--- config.mk ---
export PLATFORM = sky130hd
export DESIGN_NAME = avg_unpool_stream
export DESIGN_NICKNAME = d
export VERILOG_FILES = /design/src/rtl/avg_unpool_stream.sv
export SDC_FILE = /design/constraint.sdc
export NUM_CORES = 1
export LEC_CHECK = 0
export ABC_AREA = 1
export BUFFER_PORTS_ARGS = -buffer_cell sky130_fd_sc_hd__clkbuf_2
export CAP_MARGIN = 40
export CORE_MARGIN = 2
export CORE_UTILIZATION = 36
export DETAILED_ROUTE_END_ITERATION = 12
export GPL_ROUTABILITY_DRIVEN = 0
export MAX_ROUTING_LAYER = met4
export PLACE_DENSITY = 0.51
export SLEW_MARGIN = 30
export SYNTH_ARGS = -nofsm -noshare
export SYNTH_HDL_FRONTEND = slang
export SYNTH_SLANG_ARGS = --single-unit
--- constraint.sdc ---
create_clock -name clk -period 4.6 [get_ports clk]
set_clock_uncertainty 0.15 [all_clocks]
set_input_delay 0.92 -clock clk [delete_from_list [all_inputs] [get_ports clk]]
set_output_delay 0.92 -clock clk [all_outputs]
set_load 0.005 [all_outputs]
--- src/rtl/avg_unpool_stream.sv ---
// avg_unpool_stream
//   Streaming 2x2 unpooling (upsampler). Accepts an (InputH/2)x(InputW/2)
//   map, one pixel per handshake in raster order, and emits the
//   InputH x InputW map in raster order, each input pixel covering its
//   2x2 output window.
//
// Ports:
//   clk        rising-edge clock
//   reset      synchronous active-low reset
//   in_valid   / in_ready / in_data    pooled pixel stream (input side)
//   out_valid  / out_ready / out_data  upsampled pixel stream (output side)
//   out_last   high with the final pixel of a frame
//
// Build option:
//   UNPOOL_ZERO_FILL_EN  defined   -> zero-insertion unpooling (only the top
//                                     left pixel of each window carries data,
//                                     no line buffer)
//                        undefined -> nearest-neighbour replication
module avg_unpool_stream #(
    parameter int DATA_WIDTH = 16,
    parameter int InputH     = 28,
    parameter int InputW     = 28
) (
    input  logic                  clk,
    input  logic                  reset,
    input  logic                  in_valid,
    output logic                  in_ready,
    input  logic [DATA_WIDTH-1:0] in_data,
    output logic                  out_valid,
    input  logic                  out_ready,
    output logic [DATA_WIDTH-1:0] out_data,
    output logic                  out_last
);

    localparam int HalfW = InputW / 2;
    localparam int HalfH = InputH / 2;
    localparam int ColW  = (HalfW > 1) ? $clog2(HalfW) : 1;
    localparam int RowW  = (HalfH > 1) ? $clog2(HalfH) : 1;
    localparam logic [ColW-1:0] LastCol = ColW'(HalfW - 1);
    localparam logic [RowW-1:0] LastRow = RowW'(HalfH - 1);

    typedef enum logic {
        ROW_EVEN,
        ROW_ODD
    } state_t;

    state_t          state;
    logic [ColW-1:0] col;
    logic [ColW-1:0] advCol;
    logic [RowW-1:0] prow;
    logic            dup;

    logic colLast;
    logic rowLast;
    logic outXfer;
    logic copyDone;
    logic inXfer;

    logic [DATA_WIDTH-1:0] oddData;
    logic [DATA_WIDTH-1:0] dupData;

    assign colLast  = (col == LastCol);
    assign rowLast  = (prow == LastRow);
    assign outXfer  = out_valid & out_ready;
    assign copyDone = outXfer & dup;
    assign advCol   = colLast ? '0 : col + 1'b1;

    // Input is taken while the holding register frees up, except at the end
    // of an even row (the slot goes to the odd-row replay). The final copy of
    // an odd row also frees the slot, so the next even row (or next frame)
    // starts without a bubble.
    always_comb begin
        in_ready = 1'b0;
        if (reset) begin
            unique case (state)
                ROW_EVEN: in_ready = !out_valid || (copyDone && !colLast);
                ROW_ODD:  in_ready = copyDone && colLast;
            endcase
        end
    end

    assign inXfer = in_valid & in_ready;

`ifdef UNPOOL_ZERO_FILL_EN
    assign oddData = '0;
    assign dupData = '0;
`else
    logic [DATA_WIDTH-1:0] lineBuf [HalfW];
    logic [ColW-1:0]       nextCol;

    // col names the entry in the holding register; once its second copy
    // leaves, the next write/read targets the following column.
    assign nextCol = copyDone ? advCol : col;
    assign oddData = lineBuf[nextCol];
    assign dupData = out_data;

    always_ff @(posedge clk) begin
        if (inXfer) begin
            lineBuf[nextCol] <= in_data;
        end
    end
`endif

    always_ff @(posedge clk) begin
        if (!reset) begin
            state     <= ROW_EVEN;
            col       <= '0;
            prow      <= '0;
            dup       <= 1'b0;
            out_valid <= 1'b0;
            out_data  <= '0;
            out_last  <= 1'b0;
        end else begin
            if (copyDone) begin
                col <= advCol;
            end
            unique case (state)
                ROW_EVEN: begin
                    if (inXfer) begin
                        out_data  <= in_data;
                        out_valid <= 1'b1;
                        dup       <= 1'b0;
                        out_last  <= 1'b0;
                    end else if (copyDone) begin
                        dup      <= 1'b0;
                        out_last <= 1'b0;
                        if (colLast) begin
                            // Preload the first replay entry so the odd row
                            // follows with no idle cycle.
                            state     <= ROW_ODD;
                            out_data  <= oddData;
                            out_valid <= 1'b1;
                        end else begin
                            out_valid <= 1'b0;
                        end
                    end else if (outXfer) begin
                        dup      <= 1'b1;
                        out_data <= dupData;
                    end
                end
                ROW_ODD: begin
                    if (copyDone && colLast) begin
                        state    <= ROW_EVEN;
                        prow     <= rowLast ? '0 : prow + 1'b1;
                        dup      <= 1'b0;
                        out_last <= 1'b0;
                        if (inXfer) begin
                            out_data  <= in_data;
                            out_valid <= 1'b1;
                        end else begin
                            out_valid <= 1'b0;
                        end
                    end else if (copyDone || !out_valid) begin
                        out_data  <= oddData;
                        out_valid <= 1'b1;
                        dup       <= 1'b0;
                        out_last  <= 1'b0;
                    end else if (outXfer) begin
                        dup      <= 1'b1;
                        out_data <= dupData;
                        out_last <= colLast && rowLast;
                    end
                end
            endcase
        end
    end

endmodule

# Yosys cells after proc, flatten, opt, wreduce, memory -nomap -nowiden
# Memories as Yosys holds them, arrays and structs flattened.
# Index checks and enable logic that the tools add are counted.
dict set report word_totals {
  reg_bits 28
  ramBits 224
  inputBits 20
  output_inout_bits 19
  mem_count 1
}
# name words word_bits read_ports rd_clocked_by_memory_dff write_ports line
set mem_list {}
lappend mem_list {lineBuf 14 16 1 0 1 88} ;# logic [DATA_WIDTH-1:0] lineBuf [HalfW];
dict set report classes {
  add_sub_neg 2
  n_eq_ne 7
  muxes 36
  n_bitwise 4
  reduce_logical 11
}
# operator n
set ops {}
lappend ops {{$mux 16} 6}
lappend ops {{$pmux 16 s2} 1}
lappend ops {{$mux 1} 21}
lappend ops {{$mux 4} 3}
lappend ops {{$pmux 1 s2} 5}
lappend ops {{$ne 3x3->1 const B} 3}
lappend ops {{$add 4x1->4 const B} 2}
lappend ops {{$eq 4x4->1 const B} 2}
lappend ops {{$reduce_and 2->1} 3}
lappend ops {{$ne 4x1->1 const B} 1}
lappend ops {{$reduce_and 4->1} 1}
lappend ops {{$and 1x1->1} 3}
lappend ops {{$logic_and 1x1->1} 3}
lappend ops {{$ne 3x1->1 const B} 1}
lappend ops {{$logic_not 1->1} 2}
lappend ops {{$logic_or 1x1->1} 2}
lappend ops {{$not 1->1} 1}

# Depth between registers and ports, before layout
# Gate-level depths: netlist of the first run.
dict set report depth {
  word_depth 10
  depth_mapped 17
  ltp_nobuf 14
}

# Worst setup path after synthesis of the first run
# No wires, ideal clock.
dict set report synth_timing {
  kind {input-to-reg}
  from {in out_ready}
  to {mem lineBuf[10][0] (enable)}
  setup_time_ns 0.409
  arrival_ns 3.368
  required_time_ns 4.041
  slack_ns 0.673
  path_stages 12
  path_cell_list {nand2_1 -> inv_1 -> ha_1 -> buf_4 -> nand2_4 -> nor2_1 -> nand2_1 -> nand3_2 -> nor2_2 -> buf_4 -> inv_1 -> nor3_1}
}
dict set report synth_via {
  elab_chain_len 9
  word_cells_on_any_way 11
  cone_classes {mux (5); bitwise (3); reduce/logical (3)}
}
# element line
set synth_rtl {}
lappend synth_rtl {{start, declared} 30} ;# input logic out_ready,
lappend synth_rtl {{$and 1x1->1 (*)} 64} ;# assign outXfer = out_valid & out_ready;
lappend synth_rtl {{$and 1x1->1 (*)} 65} ;# assign copyDone = outXfer & dup;
lappend synth_rtl {{$logic_and 1x1->1} 76} ;# ROW_EVEN: in_ready = !out_valid || (copyDone && !colLast);
lappend synth_rtl {{$logic_or 1x1->1} 76}
lappend synth_rtl {{$pmux 1 s2} 75} ;# unique case (state)
lappend synth_rtl {{$mux 1} 74} ;# if (reset) begin
lappend synth_rtl {{$and 1x1->1} 82} ;# assign inXfer = in_valid & in_ready;
lappend synth_rtl {{$mux 1} 98} ;# if (inXfer) begin
lappend synth_rtl {{$mux 1 (implied by the code)} 99} ;# lineBuf[nextCol] <= in_data;
lappend synth_rtl {{end, declared} 88}
# Every way passes the cells marked *; elsewhere a longest branch is shown, timed or not.

# Worst setup path after layout of the first run
dict set report layout_timing {
  from {in out_ready}
  to {out in_ready}
}
dict set report layout_via {
  elab_chain_len 6
  word_cells_on_any_way 7
  cone_classes {mux (2); bitwise (2); reduce/logical (3)}
}
# element line
set layout_rtl {}
lappend layout_rtl {{$and 1x1->1 (*)} 64}
lappend layout_rtl {{$and 1x1->1 (*)} 65}
lappend layout_rtl {{$logic_and 1x1->1} 76}
lappend layout_rtl {{$logic_or 1x1->1} 76}
lappend layout_rtl {{$pmux 1 s2 (*)} 75}
lappend layout_rtl {{$mux 1 (*)} 74}
lappend layout_rtl {{end, declared} 27} ;# output logic in_ready,
# Marked as above.

==> flow_summary.json, run 1 <==
{
  "die_area_um2": 32000,
  "grt_util_all_layers": 0.196,
  "ys.flop_type": "edfxtp_1",
  "cp-start-kind": "input pin",
  "reg2reg_to": "lineBuf[7][3]$_DFFE_PP_",
  "power.internal_mw": 3.95,
  "r2r_start": "out_valid$_SDFFE_PN0P_",
  "totalWireLength_mm": 29.8,
  "overflow": 0,
  "netlist_area_um2": 11000,
  "pwr-share-seq": 0.506,
  "min-delay-path-class": "flip-flop to flip-flop",
  "rows": 64,
  "port_buffers": 38,
  "setup_viol": 0,
  "cts_inserted_buffers": 28,
  "dr.first_iter.drc_count": 708,
  "crit_arrival_ns": 2.26,
  "cts.clk_slew.worst_paths_ns": 0.06,
  "final_common_cell": "nand2_1",
  "startpoint": "out_ready",
  "power.static_leakage_nw": 5.35,
  "num_vias": 7809,
  "switchingPower_mw": 0.996,
  "combPwrFrac": 0.025,
  "critPathKind": "input pin to output pin",
  "ant_nets": 0,
  "required_ns": 3.53,
  "ys_ff_latch": 252,
  "powerDensity_nw_per_um2": 387,
  "status": "finished, final reports clean",
  "endpoint": "in_ready",
  "worstPathCellList": "clkbuf_2, nand2_1, inv_1, ha_1, nand4_4, nand2_1, nand2_1, nor2_1, clkbuf_2",
  "clock_path_buffers": 3,
  "fp.dieH_um": 179,
  "holdWs_ns": 0.316,
  "synth_edf_count": 224,
  "ctsHoldBuffers": 0,
  "synthesis.nets": 1148,
  "drv_slew": 0,
  "cts.sinks": 252,
  "synth_cell_types": 31,
  "cts-root-buf": "clkbuf_16",
  "insertion_delay_ns": 0.54,
  "coreArea_um2": 30300,
  "dp_hpwl_mm": 17.6,
  "drc_errors": 0,
  "layout_common_cells": "nand2_1, edfxtp_1, nand3_1, inv_1, nor2_1",
  "via_per_inst": 4.90,
  "worstMarginPinSlew_ns": 0.693,
  "boundaryPins": 39,
  "avgSynthCellArea_um2": 9.81,
  "grt_setup_unrepaired": "no",
  "first_pass_iters": 5,
  "cts_resized": 0,
  "sw_frac_of_total": 0.201,
  "reg2reg_depth": 10,
  "async_reset_ff_frac": 0,
  "routedWlPerCell_um": 18.7,
  "post-route-period-util": 0.724,
  "max_freq_ghz": 0.300,
  "maxCapViolCount": 0,
  "setup_tns_ns": 0,
  "cp_common_cell": "nand2_1",
  "endpoint_kind": "output pin",
  "dieWidth_um": 179,
  "grt_pass1_wl_mm": 45.6,
  "syn_inst": 1124,
  "grt_pass1_vias": 7434,
  "grt_max_degree": 97,
  "cts_tree": "yes",
  "crit_fanout": 8,
  "htree_levels": 1,
  "layout-drive-gt1-share": 0.124,
  "layout_min_cycle_time_ns": 3.33,
  "cts_setup_buffers": 0,
  "ir_drop_v": 0.000196,
  "start_util": 0.363,
  "rrSetupSlack_ns": 1.51,
  "slew-limit-headroom": 0.538,
  "crit_slowest_cell": "ha_1",
  "antenna_found_initial": 1,
  "ys_warn_count": 0,
  "clockPowerShare": 0.469,
  "worst_path_largest_cell_delay_ns": 0.43,
  "syn2layout_area_growth_pct": 15.8,
  "hold_violations": 0,
  "seq_area_frac_synth": 0.661,
  "nets": 1199
}
## state kept, by name, indices dropped and copies added (netlist names)
register and flops:
out_data 16, out_last 1, prow 4, dup 1, col 4, out_valid 1
state 1, lineBuf 224
## cell type report
cell class              instances  area (um^2)
well taps                     396          495
fillers                      2938        17600
multi-input cells             745         3230
inverters                      71          267
diodes                          1         2.50
flip-flops and latches        252         7290
clock buffers                  33          741
repair buffers                 77          541
clock inverters                19          213
## synth_stat cells, types with 4 or more instances
master	number	area, um^2
nor2_1	55	206
edfxtp_1	224	6730
nand2_1	500	1880
inv_1	68	255
clkbuf_1	14	52.6
dfxtp_1	28	561
buf_6	5	56.3
o21ai_1	16	80.1
nand3_1	120	601
buf_1	9	33.8
buf_4	5	37.5
buf_2	23	115
ha_1	4	50.1
a21oi_1	22	110
## power groups by stage
stage                     clock network, mW  registers, mW  logic [mW]
after floorplan                           0           2.55      0.0508
after global placement                    0           2.55       0.121
after detailed placement                  0           2.55       0.122
after CTS                              2.37           2.50       0.123
after global routing                   2.46           2.50       0.136
final                                  2.32           2.51       0.122
## critical path, delay by kind of cell
family	cells	cell delay, ns
fa+ha+maj	1	0.43
simple gates	5	0.64
buf+inv	3	0.26
## per-stage QoR
step | instance area (um^2) | power [mW] | worst slack (ns) | std cells | util
after floorplan | 11000 | 2.60 | 0.673 | 1124 | -
after global placement | 11800 | 2.67 | 0.896 | 1540 | 0.388
after detailed placement | 11800 | 2.68 | 0.849 | 1540 | 0.388
after CTS | 12700 | 5.00 | 1.27 | 1592 | 0.420
after global routing | 12800 | 5.10 | 1.15 | 1594 | 0.421
final | 12800 | 4.95 | 1.27 | 1594 | 0.421
## routing by layer
layer	track usage	vias to the layer above	wire length, um
met4	0.0467	0	581
met5	-	-	0
met1	0.285	3744	14400
met2	0.295	218	13200
met3	0.0225	42	1590
li1	-	3805	-
## worst min-delay path by stage
| stage | cells after the start | end | from |
|---|---|---|---|
| after CTS | 2 | out_last$_SDFFE_PN0P_ | out_last$_SDFFE_PN0P_ |
| final | 2 | out_last$_SDFFE_PN0P_ | out_last$_SDFFE_PN0P_ |
| after global placement | 2 | out_last$_SDFFE_PN0P_ | out_last$_SDFFE_PN0P_ |
| after floorplan | 1 | prow[3]$_SDFFE_PN0P_ | prow[3]$_SDFFE_PN0P_ |
| after global routing | 2 | out_last$_SDFFE_PN0P_ | out_last$_SDFFE_PN0P_ |
| after detailed placement | 2 | out_last$_SDFFE_PN0P_ | out_last$_SDFFE_PN0P_ |
## cell families (layout without fill, tap and decap cells)
family	count (synthesis)	after routing	share of synthesized area
and+or+nand+nor	696	696	0.262
DFF	252	252	0.661
buffers and inverters	127	200	0.0509
AOI/OAI and AO/OA	45	45	0.0218
adders and majority gates	4	4	0.00454
other	0	1	0
No activity file was read; power rests on OpenSTA's default activity.
==> run 2, diff against run 1 <==
==> constraint.sdc (replaced) <==
create_clock -name clk -period 3.23 [get_ports clk]
set_clock_uncertainty 0.15 [all_clocks]
set_input_delay 0.646 -clock clk [delete_from_list [all_inputs] [get_ports clk]]
set_output_delay 0.646 -clock clk [all_outputs]
set_load 0.005 [all_outputs]
==> run 2 against run 1 <==
Compared with the run above:
- sequential share of layout area fell by 0.55 points
- largest power group unchanged
- clock power rose by 34%
- sequential power rose by 42%
==> flow_summary.json, run 2 (same netlist as run 1, synthesis figures left out) <==
{
  "crit_fanout": 5,
  "top_register": "lineBuf",
  "dp_hpwl_mm": 18.4,
  "cts_resized": 0,
  "num_vias": 7745,
  "crit_slowest_cell": "dfxtp_1",
  "layout-drive-gt1-share": 0.134,
  "rows": 64,
  "setup_tns_ns": 0,
  "cts-root-buf": "clkbuf_16",
  "die_area_um2": 32000,
  "power.static_leakage_nw": 5.46,
  "hold_violations": 0,
  "antenna_found_initial": 0,
  "cp_common_cell": "nand2_1",
  "final_common_cell": "nand2_1",
  "nets": 1215,
  "grt_pass1_wl_mm": 45.1,
  "layout_min_cycle_time_ns": 2.94,
  "largest_reg_flops": 224,
  "start_util": 0.363,
  "diodes": 0,
  "top_usage_layer": "met2",
  "min-delay-path-class": "input pin to flip-flop",
  "holdWs_ns": 0.303,
  "cp-start-kind": "flip-flop",
  "worst_path_largest_cell_delay_ns": 0.37,
  "ir_drop_v": 0.000347,
  "maxCapViolCount": 0,
  "coreArea_um2": 30300,
  "grt_pass1_vias": 7465,
  "powerDensity_nw_per_um2": 532,
  "clock_path_buffers": 3,
  "cts_inserted_buffers": 28,
  "endpoint_kind": "output pin",
  "worstPathCellList": "nand2_1, inv_1, ha_1, buf_4, nand4_4, nand2_1, nand2_1, nor2_1, clkbuf_2",
  "boundaryPins": 39,
  "fp.dieH_um": 179,
  "cts_setup_buffers": 0,
  "cts.sinks": 252,
  "use_met3": 0.0271,
  "setup_viol": 0,
  "routedWlPerCell_um": 18.4,
  "largestRegisters": "lineBuf: 224 flops, out_data: 16 flops",
  "crit_arrival_ns": 2.15,
  "layout_common_cells": "nand2_1, edfxtp_1, nand3_1, inv_1, buf_4",
  "cts_tree": "yes",
  "grt_max_degree": 68,
  "first_pass_iters": 5,
  "totalWireLength_mm": 29.6,
  "status": "finished, final reports clean",
  "grt_setup_unrepaired": "no",
  "critPathKind": "flip-flop to output pin",
  "insertion_delay_ns": 0.54,
  "ant_nets": 0,
  "use_met2": 0.316,
  "ctsHoldBuffers": 0,
  "grt_util_all_layers": 0.195,
  "post-route-period-util": 0.911,
  "cts.clk_slew.worst_paths_ns": 0.06,
  "drc_errors": 0,
  "finish.utilization": 0.425,
  "max_freq_ghz": 0.340,
  "syn2layout_area_growth_pct": 17.0,
  "met1_usage": 0.260,
  "overflow": 0,
  "htree_levels": 1,
  "via_per_inst": 4.81,
  "worstMarginPinSlew_ns": 0.463,
  "fillers": 2937,
  "required_ns": 2.43,
  "drv_slew": 0,
  "dieWidth_um": 179,
  "slew-limit-headroom": 0.692,
  "port_buffers": 38,
  "dr.first_iter.drc_count": 517
}
[run 2: cell types whose count changed in the layout (fill, tap and decap cells not counted), moves of 3 or more]
cell,change
buf_4,+12
clkbuf_1,+9
clkinv_1,-7
buf_12,+5
bufinv_16,-3
clkbuf_8,+3
nor3_2,-3
nor3_4,+3
[run 2: final cells by class]
cell class | instances | area [um^2] | area share
inverters | 71 | 267 | 0.0207
flip-flops and latches | 252 | 7290 | 0.565
multi-input cells | 745 | 3240 | 0.252
clock buffers | 45 | 816 | 0.0633
repair buffers | 93 | 703 | 0.0545
clock inverters | 7 | 83.8 | 0.00650
well taps | 396 | 495 | 0.0384
[run 2: metal layers]
layer	up-vias	wire length [um]
li1	3844	-
met1	3682	13800
met2	171	13800
met3	48	1450
met4	0	571
met5	-	0
[run 2: stage by stage]
stage	total power [mW]	area (um^2)	setup WS, ns	cells
after floorplan	3.71	11000	0.00959	1124
after global placement	3.82	12000	0.196	1557
after detailed placement	3.82	12000	0.169	1557
after CTS	6.92	12900	0.258	1609
after global routing	7.10	12900	0.0883	1609
final	6.86	12900	0.289	1609
[run 2: worst paths after layout]
check                         start                       to  slack (ns)  cells past startpoint
max          out_valid$_SDFFE_PN0P_                 in_ready        0.29                      9
max reg2reg  out_valid$_SDFFE_PN0P_  lineBuf[8][5]$_DFFE_PP_        0.48                     11
min reg2reg   out_last$_SDFFE_PN0P_    out_last$_SDFFE_PN0P_        0.31                      2
min                           reset     prow[3]$_SDFFE_PN0P_        0.30                      3
[run 2: report_power, final]
| part | internal (mW) | switching [mW] |
|---|---|---|
| combinational | 0.0461 | 0.131 |
| sequential | 3.56 | 0.00822 |
| clock | 1.88 | 1.24 |
[run 2: critical path, delay by kind of cell (launching register included)]
family / cells / cell delay (ns)
AND/OR/NAND/NOR: 5 / 0.57
flip-flops: 1 / 0.37
buffers and inverters: 3 / 0.39
adder cells (fa/ha/maj): 1 / 0.28
